[src/rtl/serial_pkg.sv]
// Shared types and constants for the serial receiver: FSM states, status bit positions, word addresses.
package serial_pkg;

    typedef enum logic [2:0] {
        IDLE,
        START,
        DATA,
        STOP,
        BREAK
    } rx_state_t;

    localparam int STAT_VALID   = 31;
    localparam int STAT_OVERRUN = 30;
    localparam int STAT_FRAMERR = 29;

    localparam logic ADDR_DATA  = 1'b0;
    localparam logic ADDR_COUNT = 1'b1;

endpackage

[src/rtl/sync2.sv]
// Two-flop synchroniser for a single asynchronous input, with a configurable reset level.
module sync2 #(
    parameter logic RESET_VAL = 1'b0
) (
    input  logic clk,
    input  logic rst,
    input  logic d,
    output logic q
);
    logic meta_reg;
    logic q_reg;

    always_ff @(posedge clk) begin
        if (rst) begin
            meta_reg <= RESET_VAL;
            q_reg    <= RESET_VAL;
        end else begin
            meta_reg <= d;
            q_reg    <= meta_reg;
        end
    end

    assign q = q_reg;

endmodule

[src/rtl/serialrx.sv]
// serialrx: 8N1-style UART receiver with mid-bit sampling, a one-entry holding register and a Wishbone slave.
// Define SERIALRX_COUNT_EN to build the 32-bit received-frame counter readable at word 1.
module serialrx
    import serial_pkg::*;
#(
    parameter int DIVIDE = 2,
    parameter int FRAME  = 8
) (
    input  logic        clk,
    input  logic        rst,
    input  logic        uart_rx,
    input  logic [31:0] wb_addr,
    input  logic [31:0] wb_data_w,
    output logic [31:0] wb_data_r,
    input  logic        wb_we,
    input  logic        wb_stb,
    input  logic        wb_cyc,
    output logic        wb_ack,
    output logic        wb_stall
);
    localparam int DW = (DIVIDE > 1) ? $clog2(DIVIDE) : 1;
    localparam int BW = (FRAME > 1) ? $clog2(FRAME) : 1;
    localparam logic [DW-1:0] DIV_LAST = DW'(DIVIDE - 1);
    localparam logic [DW-1:0] DIV_HALF = DW'(DIVIDE / 2 - 1);
    localparam logic [BW-1:0] BIT_LAST = BW'(FRAME - 1);

    if (DIVIDE < 2) begin : g_bad_divide
        $error("serialrx: DIVIDE must be >= 2");
    end
    if (FRAME > 29) begin : g_bad_frame
        $error("serialrx: FRAME must be <= 29");
    end

    logic rx_s;

    sync2 #(.RESET_VAL(1'b1)) u_sync (
        .clk (clk),
        .rst (rst),
        .d   (uart_rx),
        .q   (rx_s)
    );

    rx_state_t        state_reg, state_next;
    logic [DW-1:0]    div_reg, div_next;
    logic [BW-1:0]    bit_idx_reg, bit_idx_next;
    logic [FRAME-1:0] shift_reg, shift_next;
    logic             deliver;
    logic             ferr_set;

    always_ff @(posedge clk) begin
        if (rst) begin
            state_reg   <= IDLE;
            div_reg     <= '0;
            bit_idx_reg <= '0;
            shift_reg   <= '0;
        end else begin
            state_reg   <= state_next;
            div_reg     <= div_next;
            bit_idx_reg <= bit_idx_next;
            shift_reg   <= shift_next;
        end
    end

    always_comb begin
        state_next   = state_reg;
        div_next     = div_reg + 1'b1;
        bit_idx_next = bit_idx_reg;
        shift_next   = shift_reg;
        deliver      = 1'b0;
        ferr_set     = 1'b0;
        case (state_reg)
            IDLE: begin
                div_next = '0;
                if (!rx_s) state_next = START;
            end
            START: begin
                // Half a bit in: a line that has gone high again was only a glitch.
                if (div_reg == DIV_HALF) begin
                    div_next     = '0;
                    bit_idx_next = '0;
                    state_next   = rx_s ? IDLE : DATA;
                end
            end
            DATA: begin
                if (div_reg == DIV_LAST) begin
                    div_next                = '0;
                    shift_next[bit_idx_reg] = rx_s;
                    if (bit_idx_reg == BIT_LAST) state_next = STOP;
                    else bit_idx_next = bit_idx_reg + 1'b1;
                end
            end
            STOP: begin
                if (div_reg == DIV_LAST) begin
                    div_next = '0;
                    if (rx_s) begin
                        deliver    = 1'b1;
                        state_next = IDLE;
                    end else begin
                        ferr_set   = 1'b1;
                        state_next = BREAK;
                    end
                end
            end
            BREAK: begin
                div_next = '0;
                if (rx_s) state_next = IDLE;
            end
            default: state_next = IDLE;
        endcase
    end

    logic req, is_count, rd_clear, wr_data, wr_count;
    assign req      = wb_stb & wb_cyc;
    assign is_count = (wb_addr[2] == ADDR_COUNT);
    assign rd_clear = req & ~wb_we & ~is_count;
    assign wr_data  = req &  wb_we & ~is_count;
    assign wr_count = req &  wb_we &  is_count;

    logic             valid_reg, overrun_reg, ferr_reg;
    logic [FRAME-1:0] data_reg;

    // Sets are written after clears so a coincident set wins.
    always_ff @(posedge clk) begin
        if (rst) begin
            valid_reg   <= 1'b0;
            overrun_reg <= 1'b0;
            ferr_reg    <= 1'b0;
            data_reg    <= '0;
        end else begin
            if (rd_clear) valid_reg <= 1'b0;
            if (wr_data && wb_data_w[STAT_OVERRUN]) overrun_reg <= 1'b0;
            if (wr_data && wb_data_w[STAT_FRAMERR]) ferr_reg <= 1'b0;
            if (deliver) begin
                if (!valid_reg || rd_clear) begin
                    data_reg  <= shift_reg;
                    valid_reg <= 1'b1;
                end else begin
                    overrun_reg <= 1'b1;
                end
            end
            if (ferr_set) ferr_reg <= 1'b1;
        end
    end

    logic [31:0] count_value;

`ifdef SERIALRX_COUNT_EN
    logic [31:0] num_bytes_reg;

    always_ff @(posedge clk) begin
        if (rst) begin
            num_bytes_reg <= '0;
        end else begin
            if (wr_count) num_bytes_reg <= '0;
            if (deliver) num_bytes_reg <= (wr_count ? 32'd0 : num_bytes_reg) + 32'd1;
        end
    end

    assign count_value = num_bytes_reg;
`else
    logic unused_wr_count;
    assign unused_wr_count = wr_count;
    assign count_value     = '0;
`endif

    logic [31:0] rd_word;

    always_comb begin
        rd_word = '0;
        if (is_count) begin
            rd_word = count_value;
        end else begin
            rd_word[FRAME-1:0]   = data_reg;
            rd_word[STAT_VALID]   = valid_reg;
            rd_word[STAT_OVERRUN] = overrun_reg;
            rd_word[STAT_FRAMERR] = ferr_reg;
        end
    end

    logic        ack_reg;
    logic [31:0] data_r_reg;

    always_ff @(posedge clk) begin
        if (rst) begin
            ack_reg    <= 1'b0;
            data_r_reg <= '0;
        end else begin
            ack_reg    <= req;
            data_r_reg <= (req && !wb_we) ? rd_word : 32'd0;
        end
    end

    assign wb_ack    = ack_reg;
    assign wb_data_r = data_r_reg;
    assign wb_stall  = 1'b0;

    logic unused_bits;
    assign unused_bits = ^{wb_addr[31:3], wb_addr[1:0], wb_data_w[31], wb_data_w[28:0]};

endmodule

[config.mk]
export PLATFORM = sky130hd
export DESIGN_NAME = serialrx
export DESIGN_NICKNAME = d
export VERILOG_FILES = /design/src/rtl/serial_pkg.sv /design/src/rtl/sync2.sv /design/src/rtl/serialrx.sv
export SDC_FILE = /design/constraint.sdc
export NUM_CORES = 1
export LEC_CHECK = 0
export ABC_AREA = 0
export CAP_MARGIN = 20
export CORE_MARGIN = 4
export CORE_UTILIZATION = 26
export DETAILED_ROUTE_END_ITERATION = 8
export PLACE_DENSITY_LB_ADDON = 0.3
export SLEW_MARGIN = 20
export SYNTH_ARGS = -nofsm -noshare
export SYNTH_HDL_FRONTEND = slang
export SYNTH_SLANG_ARGS = --single-unit
[constraint.sdc]
create_clock -name clk -period 1.6 [get_ports clk]
set_input_delay 0.32 -clock clk [delete_from_list [all_inputs] [get_ports clk]]
set_output_delay 0.32 -clock clk [all_outputs]
set_load 0.03 [all_outputs]
==> results of run 1 <==
==> routing by layer <==
metal  global-route usage [%]  vias to the layer above  share of wire, %
met5                        0                        -                 0
met1                    9.933                      509                45
met2                    12.73                       26                47
met4                    3.248                        0               1.4
met3                    3.041                        4               6.2
li1                         -                      624                 -
==> synthesized netlist by cell type, types with 2 or more instances <==
library cell,number,area (µm²)
nor3_1,6,30.03
nand2_1,21,78.83
buf_2,4,20.02
dfxtp_1,40,800.8
nand3_1,3,15.01
a2111oi_0,2,17.52
or2_2,2,12.51
nand2b_1,2,12.51
nor2_1,4,15.01
nor4_1,2,12.51
o2bb2ai_1,2,17.52
a21oi_1,5,25.02
ha_1,2,25.02
and2_1,10,62.56
clkbuf_1,3,11.26
buf_4,23,172.7
mux2i_1,16,160.2
inv_1,2,7.510
==> area by class of cell <==
cell class	count	share of cell area (%)
multi-input cells	121	36.94
flip-flops and latches	40	36.88
repair buffers	35	16.11
inverters	4	0.6904
well taps	77	4.430
clock buffers	6	3.337
clock inverters	2	1.611
==> through the flow <==
step	setup TNS, ns	setup WS (ns)	hold slack, ns	std cells	total power [W]
floorplan	0	0.2040	0.3895	195	0.001173
global placement	-5.264	-0.2986	0.3924	277	0.001181
detailed placement	-5.648	-0.3455	0.3992	277	0.001181
CTS	0	0.003550	0.4170	285	0.001986
global route	-0.09002	-0.04826	0.4402	285	0.002048
finish	0	0.02357	0.4142	285	0.001976
==> cells by family (layout without fill, tap and decap cells) <==
family,Yosys count,in the layout
flops,40,40
xor+xnor,1,1
buf+inv,34,47
simple gates,64,64
mux,16,16
compound gates,16,16
fa+ha+maj,2,2
other cells,1,22
==> how the worst min path moves through the flow <==
stage / from / end / slack, ns / cells after the start
6_report: u_sync.meta_reg / u_sync.q / 0.41 / 1
4_1_cts: u_sync.meta_reg / u_sync.q / 0.42 / 1
3_3_place_gp: u_sync.meta_reg / u_sync.q / 0.39 / 1
2_1_floorplan: u_sync.meta_reg / u_sync.q / 0.39 / 1
5_1_grt: u_sync.meta_reg / u_sync.q / 0.44 / 1
3_5_place_dp: u_sync.meta_reg / u_sync.q / 0.40 / 1
==> power groups by stage <==
stage	logic [W]	registers, W	clock network, W
finish	0.000157	0.00101	0.000812
global route	0.000169	0.00101	0.000870
detailed placement	0.000151	0.00103	0
global placement	0.000151	0.00103	0
CTS	0.000152	0.00101	0.000828
floorplan	0.000147	0.00103	0
==> repair_timing <==
item	in CTS	in global routing
endpoints found under the setup margin	10	15
pin swaps	0	0
resized for setup	1	14
setup buffers	0	0
endpoints found under the hold margin	0	0
hold buffers	0	0
==> flow_metrics.tcl, run 1 <==
set metrics [dict create \
    peakVddDrop_mv 0.3597 \
    critPathMaxFanout 1 \
    clk_path_buf_depth 2 \
    synth_area_um2 1720 \
    cts-root-buf "clkbuf_8" \
    core_um2 6386 \
    ff2ff_path_depth 5 \
    placed_cell_area_um2 2017 \
    cp_slowest_cell "clkdlybuf4s50_1" \
    crit_buf_inv 1 \
    mostFrequentLayoutCell "dfxtp_1" \
    syn_inst 174 \
    r2r_slack_ns 0.13 \
    drc_errors 0 \
    worstSetupStartpointType "register" \
    track_usage_pct 8.079 \
    utilization_pct 34.05 \
    synth_top_family_by_area "simple AND/OR/NAND/NOR gates" \
    multi_input_area_um2 803.3 \
    p_comb_share_pct 7.9 \
    synth_compound_area_share_pct 6.836 \
    ys_types 43 \
    cts_made_buffers 5 \
    ys_seq_elements 40 \
    final_max_slew_viol_count 0 \
    start_util_pct 26.94 \
    slowest_delay_ns 0.65 \
    rsz0062_at_grt "yes" \
    cts_max_level 2 \
    largest_register_ffs 11 \
    setup.worst_path.end "wb_data_r[7]" \
    drtPass1Iterations 4 \
    fill_cells 676 \
    die_area_um2 7983 \
    cp.depth 1 \
    area_delta_synth_final_pct 26.40 \
    critPathTopFamily "buffers and inverters" \
    drive_above_1_share_pct 16.35 \
    switching_share_pct 23.44 \
    maxCapViolCount 0 \
    routed_wl_mm 3.014 \
    diodes 0 \
    grt_pass1_wl_mm 4.988 \
    status "finished, final reports clean" \
    async_flop_share_pct 0 \
    rows 29 \
    place.gp.congestion 0.7594 \
    end_kind "output pin" \
    setup_violations 0 \
    hold_class "register to register" \
    io_buffer_count 20 \
    die_h_um 89.35 \
    gr-total-overflow 0 \
    grt_max_degree 13 \
    cp.required_ns 1.28 \
    finalHoldViolations 0 \
    finalClockSkew_ns 0.005530 \
    yosys.area_share.simple_pct 22.40 \
    timing.fmax_mhz 634.3 \
    synth-adder-area-share_pct 1.455 \
    ff_latch_area_um2 802.0 \
    ios 104 \
    muxShareOfSynthArea_pct 9.309 \
    layout_common_cells "dfxtp_1, conb_1, nand2_1" \
    min_period_ns 1.576 \
    antenna_found_initial 0 \
    p_switching_w 0.0004630 \
    stdcell_area_um2 2175 \
    viasPerCell 4.081 \
    clock_latency_ns 0.29 \
    clkSlewWorstSetupHoldPaths_ns 0.08 \
    drt_iter0_drc 27 \
    wire_per_inst_um 10.58 \
    arrival_ns 1.26 \
    r2r-start "bit_idx_reg[0]" \
    synth_flop_cell "dfxtp_1" \
    yosys_warnings 0 \
    pwr-share-seq_pct 51.0 \
    clkSinkCount 40 \
    die_width_um 89.35 \
    critical_path_class "register to output pin" \
    avgSynthCellArea_um2 9.887 \
    num_vias 1163 \
    p_leak_nw 1.051 \
    intPower_w 0.001513 \
    r2r-end "bit_idx_reg[1]" \
    synth_edf_count 0 \
    grt_pass1_vias 1084 \
    dp_hpwl_mm 2.173 \
    min_period_over_period_pct 98.53 \
    clockPowerShare_pct 41.1 \
    tritoncts "yes" \
    synth.yosys.seq_area_share_pct 46.55 \
    cellPowerDensity_nw_per_um2 908.5 \
    cp-startpoint "wb_data_r[7]" \
    nets 279 \
    synthXorXnorAreaFrac_pct 0.5091 \
    worstPathCellList "clkdlybuf4s50_1" \
    drtAntennaViolNets 0 \
]
No activity file was read; power rests on OpenSTA's default activity.
==> run 2: changes to the inputs <==
- HOLD_SLACK_MARGIN: unset -> 0.03
==> results of run 2 <==
The final DEF is identical to that of run 1; final timing and power are the same.
==> run 3: changes to the inputs <==
- CORE_ASPECT_RATIO: unset -> 2
==> flow_metrics.tcl, run 3 (synthesized netlist as in run 1, its figures left out) <==
set metrics [dict create \
    status "finished, final reports clean" \
    finalHoldViolations 0 \
    largest_register_ffs 11 \
    arrival_ns 1.24 \
    switching_share_pct 22.22 \
    stdcell_area_um2 2180 \
    drt_iter0_drc 33 \
    drive_above_1_share_pct 13.73 \
    cp.required_ns 1.28 \
    p_leak_nw 0.9770 \
    r2r-start "state_reg[0]" \
    rows 41 \
    peakVddDrop_mv 0.3375 \
    p_switching_w 0.0005080 \
    r2r-end "bit_idx_reg[2]" \
    drtAntennaViolNets 0 \
    hp-start "u_sync.meta_reg" \
    track_usage_pct 9.169 \
    drtPass1Iterations 4 \
    routed_wl_mm 3.323 \
    die_h_um 123.0 \
    ff2ff_path_depth 3 \
    min_period_over_period_pct 97.58 \
    slowest_delay_ns 0.66 \
    cellPowerDensity_nw_per_um2 1049 \
    clkSlewWorstSetupHoldPaths_ns 0.06 \
    min_to "u_sync.q" \
    hold_class "register to register" \
    place.gp.congestion 0.7846 \
    gr-total-overflow 0 \
    drc_errors 0 \
    mostFrequentLayoutCell "dfxtp_1" \
    clock_latency_ns 0.28 \
    die_area_um2 8062 \
    start_util_pct 27.05 \
    cts_max_level 2 \
    clk_path_buf_depth 2 \
    final_max_slew_viol_count 0 \
    r2r_slack_ns 0.13 \
    wire_per_inst_um 11.46 \
    area_delta_synth_final_pct 26.69 \
    p_comb_share_pct 6.4 \
    post-cts-setup-buffers 0 \
    finalClockSkew_ns 0.001966 \
    dp_hpwl_mm 2.504 \
    grt_pass1_vias 1168 \
    critPathTopFamily "buffers and inverters" \
    critPathMaxFanout 1 \
    nets 275 \
    maxCapViolCount 0 \
    critical_path_class "register to output pin" \
    cts_made_buffers 5 \
    diodes 0 \
    core_um2 6361 \
    min_period_ns 1.561 \
    viasPerCell 4.228 \
    worstSetupStartpointType "register" \
    layout_common_cells "dfxtp_1, conb_1, nand2_1" \
    cts-root-buf "clkbuf_16" \
    setup_violations 0 \
    crit_buf_inv 1 \
    end_kind "output pin" \
    intPower_w 0.001778 \
    tritoncts "yes" \
    antenna_found_initial 0 \
    fin_total_pwr_w 0.002286 \
    grt_pass1_wl_mm 5.416 \
    num_vias 1226 \
    clkSinkCount 40 \
    worstPathCellList "clkdlybuf4s50_1" \
    cp_slowest_cell "clkdlybuf4s50_1" \
    whs_path_depth 1 \
    timing.fmax_mhz 640.5 \
    clockPowerShare_pct 49.5 \
    rsz0062_at_grt "no" \
    placed_cell_area_um2 1998 \
    pwr-share-seq_pct 44.1 \
    ios 104 \
    die_width_um 65.52 \
    grt_max_degree 17 \
    io_buffer_count 20 \
]
-- run 3: cell types whose count changed in the layout (fill, tap and decap cells not counted), sizes merged --
| cell | change |
|---|---|
| buf | -4 |
| dlymetal6s2s | -5 |
| dlygate4sd2 | +5 |
-- run 3: final cells by class --
cell class,instances,area (µm²)
clock buffers,6,128.9
clock inverters,2,35.03
fillers,673,4182
inverters,4,15.01
multi-input cells,121,790.8
flip-flops and latches,40,800.8
well taps,86,107.6
repair buffers,31,301.5
-- run 3: worst max-delay path by stage --
stage | from | end | slack, ns | depth (start not counted)
6_report | wb_data_r[30] | wb_data_r[30] | 0.04 | 1
5_1_grt | wb_data_r[30] | wb_data_r[30] | 0.0003 | 1
4_1_cts | wb_data_r[31] | wb_data_r[31] | 0.01 | 1
3_5_place_dp | wb_cyc | wb_data_r[3] | -0.37 | 4
3_3_place_gp | wb_addr[2] | wb_data_r[3] | -0.31 | 4
2_1_floorplan | bit_idx_reg[0] | bit_idx_reg[0] | 0.20 | 4
-- run 3: stage by stage --
stage | util [%] | cells | setup TNS [ns] | worst slack, ns | hold slack, ns
global placement | 31.41 | 282 | -5.068 | -0.3123 | 0.3973
detailed placement | 31.41 | 282 | -5.770 | -0.3677 | 0.3966
finish | 34.26 | 290 | 0 | 0.03866 | 0.4088
global route | 34.26 | 290 | 0 | 0.0002914 | 0.4304
floorplan | - | 195 | 0 | 0.2040 | 0.3895
CTS | 33.97 | 290 | 0 | 0.01065 | 0.4102
-- run 3: repair_timing --
action	in CTS	in global routing
endpoints found under the setup margin	15	10
hold buffers	0	0
resized for setup	6	6
gates cloned	0	0
-- run 3: power by group through the flow --
| stage | clock network, W | registers, W | logic, W |
|---|---|---|---|
| floorplan | 0 | 0.00103 | 0.000147 |
| global placement | 0 | 0.00103 | 0.000145 |
| detailed placement | 0 | 0.00103 | 0.000145 |
| CTS | 0.00116 | 0.00101 | 0.000146 |
| global route | 0.00119 | 0.00101 | 0.000159 |
| finish | 0.00113 | 0.00101 | 0.000147 |
-- run 3: metal layers --
metal	part of all wire [%]	up-vias	track usage (%)
met1	36	567	8.211
met4	3.9	0	8.052
met2	54	34	16.32
li1	-	618	-
met3	5.6	7	2.455
met5	0	-	0
